**config.mk**
```make
export PLATFORM = sky130hd
export DESIGN_NAME = c64_debug_arbiter
export DESIGN_NICKNAME = d
export VERILOG_FILES = /design/src/rtl/c64_debug_pkg.sv /design/src/rtl/c64_rr_pick.sv /design/src/rtl/c64_debug_arbiter.sv
export SDC_FILE = /design/constraint.sdc
export NUM_CORES = 1
export LEC_CHECK = 0
export BUFFER_PORTS_ARGS = -buffer_cell sky130_fd_sc_hd__buf_2
export CAP_MARGIN = 20
export CORE_MARGIN = 3
export CORE_UTILIZATION = 44
export CTS_CLUSTER_DIAMETER = 80
export DETAILED_ROUTE_END_ITERATION = 8
export MAX_ROUTING_LAYER = met4
export PLACE_DENSITY = 0.8
export SYNTH_ARGS = -nofsm -noshare
export SYNTH_HDL_FRONTEND = slang
export SYNTH_HIERARCHICAL = 1
export SYNTH_SLANG_ARGS = --single-unit
```
**constraint.sdc**
```tcl
create_clock -name clk -period 1.5 [get_ports clk]
set_input_delay 0.3 -clock clk [delete_from_list [all_inputs] [get_ports clk]]
set_output_delay 0.3 -clock clk [all_outputs]
set_load 0.01 [all_outputs]
```
**src/rtl/c64_debug_pkg.sv**
```systemverilog
`default_nettype none
// ============================================================================
// Module      : c64_debug_pkg
// Description : Shared types and constants for the C64 debug-port arbiter.
// Revision    : 1.0 - initial release
// ============================================================================
package c64_debug_pkg;

  // Arbiter controller states
  typedef enum logic [1:0] {
    IDLE = 2'd0,
    BUSY = 2'd1,
    DONE = 2'd2
  } arb_state_t;

  // Read data returned to a requester whose access was aborted by the watchdog
  localparam logic [7:0] DEBUG_ARB_TIMEOUT_RDATA = 8'hFF;

  // Default watchdog limit in clk cycles
  localparam int DEBUG_ARB_TIMEOUT_CYCLES = 1000000;

endpackage : c64_debug_pkg
`default_nettype wire

```
**src/rtl/c64_rr_pick.sv**
```systemverilog
`default_nettype none
// ============================================================================
// Module      : c64_rr_pick
// Description : Combinational round-robin picker. Searches upward from
//               last_grant+1, wrapping modulo N_REQ, for the first set bit.
// Revision    : 1.0 - initial release
// ============================================================================
module c64_rr_pick #(
  parameter int N_REQ = 2,
  parameter int IDX_W = 1
) (
  input  logic [N_REQ-1:0] req,
  input  logic [IDX_W-1:0] last_grant,
  output logic [IDX_W-1:0] grant,
  output logic             any_req
);

  // One extra bit so last_grant + offset never overflows before the wrap
  localparam int CW = IDX_W + 1;

  logic [CW-1:0] cand;

  // Walk candidates in priority order; the first requesting one wins
  always_comb begin
    grant   = '0;
    any_req = 1'b0;
    cand    = '0;
    for (int i = 1; i <= N_REQ; i++) begin
      cand = {1'b0, last_grant} + CW'(i);
      if (cand >= CW'(N_REQ)) begin
        cand = cand - CW'(N_REQ);
      end
      if (!any_req && req[cand[IDX_W-1:0]]) begin
        grant   = cand[IDX_W-1:0];
        any_req = 1'b1;
      end
    end
  end

endmodule : c64_rr_pick
`default_nettype wire

```
**src/rtl/c64_debug_arbiter.sv**
```systemverilog
`default_nettype none
// ============================================================================
// Module      : c64_debug_arbiter
// Description : Round-robin arbiter sharing the C64 debug memory port between
//               N_REQ debug masters. One byte access per grant; the winner
//               gets a one-cycle ack pulse with the read byte.
//               Optional watchdog: define DEBUG_ARB_TIMEOUT_EN to abort
//               accesses not acknowledged within TIMEOUT_CYCLES.
// Revision    : 1.0 - initial release
// ============================================================================
module c64_debug_arbiter
  import c64_debug_pkg::*;
#(
  parameter int N_REQ          = 2,
  parameter int TIMEOUT_CYCLES = DEBUG_ARB_TIMEOUT_CYCLES
) (
  input  logic                clk,
  input  logic                reset,
  input  logic [N_REQ-1:0]    req_valid,
  input  logic [N_REQ-1:0]    req_we,
  input  logic [16*N_REQ-1:0] req_addr,
  input  logic [8*N_REQ-1:0]  req_wdata,
  output logic [N_REQ-1:0]    req_ack,
  output logic [N_REQ-1:0]    req_err,
  output logic [7:0]          req_rdata,
  output logic                debug_request,
  output logic [15:0]         debug_addr,
  output logic [7:0]          debug_data_o,
  output logic                debug_we,
  input  logic                debug_ack,
  input  logic [7:0]          debug_data_i
);

  localparam int IDX_W = (N_REQ > 1) ? $clog2(N_REQ) : 1;

  // Reject unsupported configurations at elaboration
  if (N_REQ < 2 || N_REQ > 8 || TIMEOUT_CYCLES < 1) begin : g_bad_params
    $error("c64_debug_arbiter: N_REQ must be 2..8 and TIMEOUT_CYCLES >= 1");
  end

  arb_state_t       state;
  arb_state_t       state_next;
  logic [IDX_W-1:0] last_grant;
  logic [IDX_W-1:0] pick;
  logic             any_req;
  logic             load;
  logic             complete;
  logic             abort;
  logic             timeout_hit;
  logic [N_REQ-1:0] ack_onehot;

  logic [15:0] addr_arr  [N_REQ];
  logic [7:0]  wdata_arr [N_REQ];

  for (genvar i = 0; i < N_REQ; i++) begin : g_unpack
    assign addr_arr[i]  = req_addr[16*i +: 16];
    assign wdata_arr[i] = req_wdata[8*i +: 8];
  end

  c64_rr_pick #(
    .N_REQ (N_REQ),
    .IDX_W (IDX_W)
  ) u_pick (
    .req        (req_valid),
    .last_grant (last_grant),
    .grant      (pick),
    .any_req    (any_req)
  );

  // last_grant doubles as the index of the access in flight
  assign ack_onehot = N_REQ'(1) << last_grant;

`ifdef DEBUG_ARB_TIMEOUT_EN
  localparam int CNT_W = (TIMEOUT_CYCLES > 1) ? $clog2(TIMEOUT_CYCLES) : 1;

  logic [CNT_W-1:0] wd_cnt;

  // Watchdog: zero outside BUSY, so it starts from zero on every BUSY entry
  always_ff @(posedge clk or posedge reset) begin
    if (reset) begin
      wd_cnt <= '0;
    end else if (state != BUSY) begin
      wd_cnt <= '0;
    end else begin
      wd_cnt <= wd_cnt + CNT_W'(1);
    end
  end

  assign timeout_hit = (wd_cnt == CNT_W'(TIMEOUT_CYCLES - 1));

  // Error pulse accompanies the ack only on a watchdog abort
  always_ff @(posedge clk or posedge reset) begin
    if (reset) begin
      req_err <= '0;
    end else begin
      req_err <= abort ? ack_onehot : '0;
    end
  end
`else
  assign timeout_hit = 1'b0;
  assign req_err     = '0;
`endif

  // State register
  always_ff @(posedge clk or posedge reset) begin
    if (reset) begin
      state <= IDLE;
    end else begin
      state <= state_next;
    end
  end

  // Next-state logic and datapath strobes; downstream ack counts only in BUSY
  always_comb begin
    state_next = state;
    load       = 1'b0;
    complete   = 1'b0;
    abort      = 1'b0;
    case (state)
      IDLE: begin
        if (any_req) begin
          load       = 1'b1;
          state_next = BUSY;
        end
      end
      BUSY: begin
        if (debug_ack) begin
          complete   = 1'b1;
          state_next = DONE;
        end else if (timeout_hit) begin
          abort      = 1'b1;
          state_next = DONE;
        end
      end
      DONE:    state_next = IDLE;
      default: state_next = IDLE;
    endcase
  end

  // Latch the winner onto the downstream port and return the result
  always_ff @(posedge clk or posedge reset) begin
    if (reset) begin
      debug_request <= 1'b0;
      debug_we      <= 1'b0;
      debug_addr    <= '0;
      debug_data_o  <= '0;
      req_ack       <= '0;
      req_rdata     <= '0;
      last_grant    <= IDX_W'(N_REQ - 1);
    end else begin
      req_ack <= '0;
      if (load) begin
        debug_addr    <= addr_arr[pick];
        debug_data_o  <= wdata_arr[pick];
        debug_we      <= req_we[pick];
        debug_request <= 1'b1;
        last_grant    <= pick;
      end
      if (complete || abort) begin
        req_ack       <= ack_onehot;
        req_rdata     <= abort    ? DEBUG_ARB_TIMEOUT_RDATA :
                         debug_we ? 8'h00 : debug_data_i;
        debug_request <= 1'b0;
        debug_we      <= 1'b0;
      end
    end
  end

endmodule : c64_debug_arbiter
`default_nettype wire
```
### Word level (Yosys, flattened, before mapping)

Cells that the tools add are included.

* logic and storage cells: 59
* flip-flop bits (word level): 39
* bits of input ports: 63

* shift operators: 1
* add/sub/neg operators: 4
* reduce and logical (&&, ||, !) cells: 5
* mux-type cells: 31
* bitwise logic cells: 1
* equal/unequal tests: 3
* magnitude comparators: 6

Operator list (count)
* $mux 16: 3
* $mux 8: 4
* $mux 1: 20
* $ge 2x2->1 const B: 3
* $lt 1x2->1 const B: 3
* $mux 2: 3
* $ne 2x2->1 const B: 2
* $pmux 2 s2: 1
* $add 1x1->2 const B: 1
* $add 1x2->2 const B: 1
* $eq 2x1->1 const B: 1
* $logic_not 2->1: 1
* $not 1->2: 1
* $reduce_and 2->1: 1
* $reduce_bool 2->1: 1
* $shl 1x1->2 const A: 1
* $sub 1x1->1 const B: 2
* $logic_and 1x1->1: 1
* $logic_not 1->1: 1

### Longest topological paths before layout

Gate-level depths: netlist of the first run.

* word-level depth: 13
* gate-level depth with buffers: 5

### By module

The synthesis of the first run kept the hierarchy.

By module, submodules not included
* c64_debug_arbiter: instances 1, sequential area each 977.2 um^2, cells each 161, area each 1833.0 um^2
* c64_rr_pick: instances 1, sequential area each 0.0 um^2, cells each 2, area each 13.8 um^2

### Worst setup path before layout of the first run

OpenSTA, ideal clock, no wires.

* path kind: register to register
* from: register last_grant
* to: register debug_addr[0]
* arrival time: 1219 ps
* setup slack: 158 ps
* stages on the path, launching flop included: 6
* cell sequence: dfstp_2 -> a21boi_0 -> buf_4 -> clkbuf_4 -> mux2i_1 -> a21oi_2

* cells in the longest elaborated chain, start to end: 13

Ends and longest elaborated chain
* start, declared: line c64_debug_arbiter.sv:43 `logic [IDX_W-1:0] last_grant;`
* start signal, assigned: line c64_debug_arbiter.sv:149 `last_grant <= IDX_W'(N_REQ - 1);`
* start signal, assigned: line c64_debug_arbiter.sv:157 `last_grant <= pick;`
* $add 1x1->2: line c64_rr_pick.sv:29 `cand = {1'b0, last_grant} + CW'(i);`
* $ge 2x2->1 or $sub 1x1->1 (tied branches): line c64_rr_pick.sv:30, c64_rr_pick.sv:31
* $mux 1: line c64_rr_pick.sv:30 `if (cand >= CW'(N_REQ)) begin`
* $mux 1 (not written as such) (2 in a row): line c64_rr_pick.sv:33 `if (!any_req && req[cand[IDX_W-1:0]]) begin`
* $mux 1: line c64_rr_pick.sv:33
* $logic_not 1->1: line c64_rr_pick.sv:33
* $logic_and 1x1->1: line c64_rr_pick.sv:33
* $mux 1 (*): line c64_rr_pick.sv:33
* named net pick: line c64_debug_arbiter.sv:44 `logic [IDX_W-1:0] pick;`
* $not 1->2 (not written as such) (*): line c64_debug_arbiter.sv:153 `debug_addr <= addr_arr[pick];`
* $mux 16 (not written as such) (*) (3 in a row): line c64_debug_arbiter.sv:153
* end signal, assigned: line c64_debug_arbiter.sv:153
* end, declared: line c64_debug_arbiter.sv:27 `output logic [15:0] debug_addr,`

Mark *: on every way through the listed nets, which the timed path passes. The rest lies on a longest branch. The select of a mux whose other input is x is not followed.
A chain may end at the register's enable or synchronous reset.

### Worst setup path after layout of the first run

* from: register state[0]
* to: register debug_addr[4]

* cells in the longest elaborated chain, start to end: 2

Ends and longest elaborated chain
* start, declared: line c64_debug_arbiter.sv:41 `arb_state_t state;`
* start signal, assigned: line c64_debug_arbiter.sv:109 `state <= state_next;`
* $logic_not 2->1: line c64_debug_arbiter.sv:119 `case (state)`
* $mux 1: line c64_debug_arbiter.sv:119

No other way between the ends.

==> results of run 1 <==
-- worst paths after layout --
| path | from | to | slack (ps) | depth (start not counted) |
|---|---|---|---|---|
| min in group clk | debug_data_i[2] | req_rdata[2] | 270 | 3 |
| worst min-delay path | reset | debug_addr[13] | 60 | 3 |
| worst max-delay path | state[0] | debug_addr[4] | 180 | 4 |
| worst max register to register | state[0] | debug_addr[4] | 180 | 4 |
| max in group asynchronous | reset | last_grant | 1200 | 3 |
| worst min register to register | debug_request | debug_request | 480 | 1 |
-- sequential cells by signal, summed over array words and instances (netlist names) --
name           cells
debug_data_o       8
debug_request      1
debug_we           1
debug_addr        16
last_grant         1
req_rdata          8
state              2
req_ack            2
-- power groups by stage --
| stage | sequential, mW | clock, mW | combinational (mW) |
|---|---|---|---|
| after global routing | 1.91 | 0.958 | 2.04 |
| after CTS | 1.84 | 0.906 | 1.89 |
| after floorplan | 2.04 | 0 | 0.946 |
| final | 1.83 | 0.880 | 1.85 |
| after global placement | 1.84 | 0 | 1.84 |
| after detailed placement | 1.85 | 0 | 1.89 |
-- critical path: cells and delay by family, from the launching register on --
| kind | cells | cell delay, ps |
|---|---|---|
| simple gates | 2 | 400 |
| compound gates | 1 | 100 |
| buf+inv | 1 | 310 |
| flops | 1 | 440 |
-- layout by cell type, fill, tap and decap left out, types with 2 or more instances in the layout --
cell,n
dfrtp_1,38
conb_1,2
o21ai_0,9
clkbuf_8,6
a21oi_2,24
nor2_1,27
inv_1,2
mux2i_1,25
buf_2,98
buf_12,4
nand2_1,9
nand2b_1,8
-- area by class of cell --
class,instances,share of cell area [%]
repair buffers,103,22.88
inverters,2,0.2972
clock inverters,2,1.387
well taps,48,2.377
multi-input cells,112,31.10
clock buffers,6,3.269
flip-flops and latches,39,38.68
-- metal layers --
layer  vias up  GRT usage (%)
li1        742              -
met1       646          19.34
met2        64          27.39
met3         2          5.540
met4         0          3.758
met5         -              -
-- cells by family (layout without fill, tap and decap cells) --
kind of cell           after synthesis  count (layout)  share of synthesized area (%)
DFF                                 39              39                          52.91
other                                1               2                         0.2031
muxes                               26              26                          14.16
buffers and inverters               13             113                          5.352
AOI/OAI and AO/OA                   36              36                          15.04
and+or+nand+nor                     48              48                          12.33
-- stage by stage --
step                      worst slack (ps)  area [µm²]  std cells
after floorplan                      158.2        1851        164
after global placement               110.4        2409        304
after detailed placement             50.45        2409        304
after CTS                            147.2        2526        312
after global routing                 55.96        2526        312
final                                176.4        2526        312
==> run metrics, run 1 <==
I/O Pins between 100 and 150; NetSw 1.620 mW; Area Overhead vs Synth 36.79%; H-tree Lvls 2; Starting DRT DRC Count 32; combinational share of power 40.5%; core area 3854 µm²; CP Launch Type flip-flop; Final HPWL DP roughly 3000 µm; asr flop ratio synth 100.0%; number of port buffers 98; internal power 2.941 mW; Sink Count 39; worst path cell trace nor3b_4, buf_4, nor2_1, a21oi_2; antenna violations before repair 0; first drt pass iteration count 4; vias post-DR 1454; row cnt 22; Antenna Cells 0; RSZ-0062 raised after global routing no; part of the power in registers 40.2%; count of pins over their slew limit 0; Worst VDD drop about 0.00096 V; Top FF cell, synth dfrtp_1; Tmin final 1324 ps; post-synthesis register bit count 39; Setup TNS Final 0 ps; Fin. Hold Viols 0; worst-path fanout max 18; Tot GR Track Use about 16%; worst-skew pair later-pin latency ~280 ps; clk_skew between 7 and 8 ps; number of flops mapped to enable cells by yosys 0; register area share after synthesis 52.91%; CP required 1710 ps; CTS Buf Count 5; CP endpoint kind flip-flop; DIE WIDTH 70.79 µm; clock root cell clkbuf_8; max-cap viol count 0; Final nets about 330; Worst Hold Class primary input to async pin; met3 WL 321 µm; largest net degree at the start of global routing 40; leading area contributor after synthesis dfrtp_1; RePlAce Congestion 0.6942; WL/cell 12.13 µm; status finished clean; Synth Cell Area 1847 µm²; final setup fails 0; total wire length 3783 µm; FF+latch area 977.2 µm²; Routed Antenna Nets 0; filler instances 323; first-pass GRT wire length 6389 µm; post-CTS sizing 0; buffer count from post-CTS setup fixing 0; Hold Buf Count CTS 0; utilization after layout 65.55%; met2 wire length about 1900 µm; multi-input combinational cell area 785.8 µm²; Leak 1.263 nW; vias in the first global route 1450; CP Class flip-flop to flip-flop; Post-Syn Instances 163; Critical-path top delay cell dfrtp_1; Commonest cells post-synth dfrtp_1, nor2_1, mux2i_1; worst hold slack 59.76 ps; Clock Power Share around a fifth; initial core utilization 47.92%; FMAX 755.5 MHz; syn avg cell area approximately 11 µm²; GRT overflow 0; drt drc 0; Die Area 5011 µm²; power per cell area 1806 nW/µm²; metal1 wirelength about 1600 µm; Synth top area share 51.49%; Via density 4.660; Worst Path Arrival about 1500 ps; switch share 35.52%; chip height about 70 µm; crit share post-route 88.24%; clock tree from TritonCTS done; Total Power 4.561 mW; Clock Pin Slew Worst Setup and Hold Paths 80 ps; most area-consuming cells after synthesis dfrtp_1, mux2i_1, a21oi_2; Clock Path Buffers 2; most common cell in the synthesized netlist dfrtp_1; Synth cell types 22; share of layout cells above drive strength 1 53.03%; Ys Warns 6; DR top layer met4; worst stage delay on the critical path 440 ps
Note: power is estimated with default switching activity, not from simulation.
==> inputs of run 2 (changes only) <==
Settings changed: PLACE_DENSITY 0.8 to 0.79.
==> run 2 against run 1 <==
Against the previous run: sequential share of layout area is 0.62 points lower; flip-flop and latch count stayed put; power fell by 2.6%; wire length increased by 1.7%; register-to-register slack is essentially flat; die area stayed put; clock power shrank 23%; largest power group unchanged.
==> run metrics, run 2 (synthesis gave the netlist of run 1 again) <==
status finished clean; Die Area about 5000 µm²; final setup margin 161.8 ps; DR top layer met4; WL/cell 12.10 µm; Routed Antenna Nets 0; worst-skew pair later-pin latency approximately 280 ps; Final nets 332; worst hold slack 52.45 ps; met3 WL 296 µm; Antenna Cells 0; row cnt 22; Clock Path Buffers 2; H-tree Lvls 2; core area about 3900 µm²; most frequent cells in the layout buf_2, dfrtp_1, nor2_1; total wire length 3849 µm; worst-path fanout max 19; count of pins over their slew limit 0; Area Overhead vs Synth 39.02%; CP Class flip-flop to flip-flop; Non-Filler Instances 318; metal1 wirelength 1550 µm; power per cell area about 1700 nW/µm²; largest net degree at the start of global routing 40; Clock Pin Slew Worst Setup and Hold Paths 80 ps; CP required 1730 ps; CTS Buf Count 5; CP Launch Type flip-flop; initial core utilization 47.92%; DIE WIDTH 70.79 µm; largest registers debug_addr x16, debug_data_o x8, req_rdata x8; I/O Pins 101; Fin. Hold Viols 0; first-pass GRT wire length 6534 µm; post-place setup slack -334.0 ps; first drt pass iteration count 4; antenna violations before repair 0; crit share post-route 89.21%; max-cap viol count 0; post-CTS sizing 0; number of port buffers 98; chip height 70.79 µm; DP Cell Count 307; Starting DRT DRC Count 41; Total Power 4.444 mW; Sink Count 39; Tmin final 1338 ps; share of layout cells above drive strength 1 54.07%; final setup fails 0; Via density roughly 4.6; clk_skew 6.216 ps; buffer count from post-CTS setup fixing 3; Leak 1.280 nW; clock tree from TritonCTS done; utilization after layout ~67%; Largest register FFs 16; vias in the first global route approximately 1500; clock root cell clkbuf_8; Biggest register debug_addr; Worst Hold Class primary input to async pin; Tot GR Track Use 16.75%; met2 wire length 1978 µm; FMAX 747.3 MHz; commonest non-fill, non-tap cell in the layout buf_2; vias post-DR around 1500; RSZ-0062 raised after global routing no; GRT overflow 0; Final HPWL DP 3014 µm; Worst VDD drop slightly above 0.0009 V; Worst Path Arrival roughly 1600 ps; Hold Buf Count CTS 0; RePlAce Congestion between 0.7 and 0.8; drt drc 0; CP endpoint kind flip-flop
## run 2: changes by cell type in the layout (fill, tap and decap cells not counted), sizes merged
cell | previous run | this run
clkbuf | 6 | 5
clkinvlp | 0 | 2
bufinv | 1 | 0
buf | 103 | 109
## run 2: routing by layer
layer  vias to the layer above  track usage [%]
met5                         -                -
met4                         0            5.637
met3                         2            3.835
met2                        59            28.53
met1                       635            19.46
li1                        754                -
## run 2: report_power, final
part / internal [mW] / total (mW) / switching [mW]
Sequential: 1.54 / 1.82 / 0.274
Combinational: 0.943 / 1.95 / 1.01
Clock: 0.323 / 0.680 / 0.357
Total: 2.81 / 4.44 / 1.64
## run 2: through the flow
stage	TNS (ps)	instance area, µm²
3_3_place_gp	-4121	2444
6_report	0	2567
3_5_place_dp	-4840	2444
4_1_cts	0	2567
5_1_grt	0	2567
2_1_floorplan	0	1851
## run 2: final timing paths
path	start	end	slack, ps	depth (start not counted)
setup / recovery	state[1]	req_ack[1]	160	4
max in group asynchronous	reset	last_grant	1190	3
hold / removal	reset	debug_addr[8]	50	3
min in group clk	debug_data_i[4]	req_rdata[4]	260	3
setup reg to reg	state[1]	req_ack[1]	160	4
hold reg to reg	req_rdata[6]	req_rdata[6]	480	2
## run 2: layout make-up
type                    count  area [µm²]
clock buffers               5       68.82
fillers                   319        1286
well taps                  48       60.06
repair buffers            109       648.1
multi-input cells         112       785.8
clock inverters             3       20.02
flip-flops and latches     39       977.2
inverters                   2       7.507
## run 2: critical path, stage by stage (launching register included)
cell and delay (ps):
dfrtp_1 410, buf_4 150, nand3b_2 390, inv_1 190, and2_1 140
==> inputs of run 3 (changes only) <==
Settings changed: BUFFER_PORTS_ARGS -buffer_cell sky130_fd_sc_hd__buf_2 to default, CORE_MARGIN 3 to 5, CORE_UTILIZATION 44 to 62, DONT_BUFFER_PORTS from default to 1, PLACE_DENSITY 0.79 to 0.78.
Clock period 1.5 ns to 1.46 ns, I/O delays scaled along.
==> run 3 against run 2 <==
Against the previous run: global-route usage is 1.7 points higher; setup slack worse by 88 ps; via count is 22% lower; sequential power is 22% higher; cell area is 24% lower; critical path type unchanged.
==> run metrics, run 3 (synthesis gave the netlist of run 1 again) <==
Routed Antenna Nets 0; drt drc 0; max-cap viol count 0; met1 Usage GRT a little under a fifth; first-pass GRT wire length approximately 5700 µm; row cnt 19; buffer count from post-CTS setup fixing 0; combinational share of power 27.3%; Largest register FFs 16; Clock Pin Slew Worst Setup and Hold Paths about 110 ps; Worst Hold Class primary input to flip-flop; total wire length 3504 µm; count of pins over their slew limit 0; worst-path fanout max 31; power per cell area 1991 nW/µm²; number of port buffers 0; Clock Power Share 15.6%; CP Launch Type flip-flop; commonest non-fill, non-tap cell in the layout dfrtp_1; internal power about 2.4 mW; largest registers debug_addr x16, debug_data_o x8, req_rdata x8; H-tree Lvls 2; most frequent cells in the layout dfrtp_1, nor2_1, mux2i_1; DIE WIDTH ~65 µm; Tot GR Track Use a little under a fifth; antenna violations before repair 0; post-CTS sizing 0; largest net degree at the start of global routing 32; share of layout cells above drive strength 1 24.55%; Tmin final 1386 ps; Die Area 4170 µm²; GRT overflow 0; Fin. Hold Viols 0; vias in the first global route 1246; chip height 64.58 µm; worst-skew pair later-pin latency 340 ps; Sink Count 39; Worst Path Arrival 1660 ps; part of the power in registers 57.1%; clock tree from TritonCTS done; CP endpoint kind flip-flop; CP required 1740 ps; Worst VDD drop 0.001083 V; clk_skew 8.432 ps; Via density between 5 and 6; I/O Pins 101; FMAX ~720 MHz; CP Class flip-flop to flip-flop; initial core utilization 65.83%; WL/cell 17.70 µm; vias post-DR 1137; status finished clean; met2 Track Usage GR 31.83%; Hold Buf Count CTS 1; final setup fails 0; crit share post-route 94.95%; utilization after layout 69.54%; CTS Buf Count 5; Area Overhead vs Synth 5.623%; RSZ-0062 raised after global routing no; clock root cell clkbuf_4; grt peak-use layer met2; RePlAce Congestion roughly 0.7; Setup TNS Final 0 ps; switch share 39.08%; routing usage on met3 7.945%; Starting DRT DRC Count 40; Final nets around 230; NetSw 1.518 mW; core area between 2000 and 3000 µm²; Final HPWL DP 2769 µm; Antenna Cells 0; Biggest register debug_addr; Leak 0.8515 nW; Clock Path Buffers 2; first drt pass iteration count 4
## run 3: final timing paths
check,from,endpoint,slack [ps],depth (start not counted)
worst max-delay path,state[0],last_grant,70,3
worst min-delay path,debug_data_i[0],req_rdata[0],90,2
worst max register to register,state[0],last_grant,70,3
worst min register to register,state[1],state[0],520,1
max in group asynchronous,reset,last_grant,750,3
min in group asynchronous,reset,debug_addr[1],430,3
## run 3: power groups by stage
stage	clock (mW)	combinational, mW	sequential [mW]
floorplan	0	0.972	2.10
global placement	0	1.03	2.23
detailed placement	0	1.08	2.26
CTS	0.627	1.08	2.24
global route	0.672	1.21	2.29
finish	0.608	1.06	2.22
## run 3: area by class of cell
type	instances	area (µm²)
clock buffers	8	68.82
flip-flops and latches	39	977.2
multi-input cells	112	785.8
repair buffers	6	72.57
well taps	31	38.79
inverters	2	7.507
fillers	226	854.6
## run 3: metrics by stage
stage	power (mW)	area (µm²)	instances	worst slack (ps)	hold slack [ps]
floorplan	3.073	1851	164	118.2	441.0
global placement	3.262	1872	189	134.0	234.6
detailed placement	3.343	1872	189	90.66	242.1
CTS	3.947	1951	198	74.40	80.22
global route	4.176	1951	198	10.52	85.19
finish	3.883	1951	198	73.75	92.56
## run 3: per-layer routing
layer	up-vias	part of all wire, %
met2	68	49
met4	0	1.4
met3	6	12
met5	-	0
met1	512	38
li1	551	-
## run 3: worst max-delay path, stage by stage (launching register included)
cell,delay [ps]
dfrtp_1,460
nor3b_4,280
buf_12,230
mux2_2,350
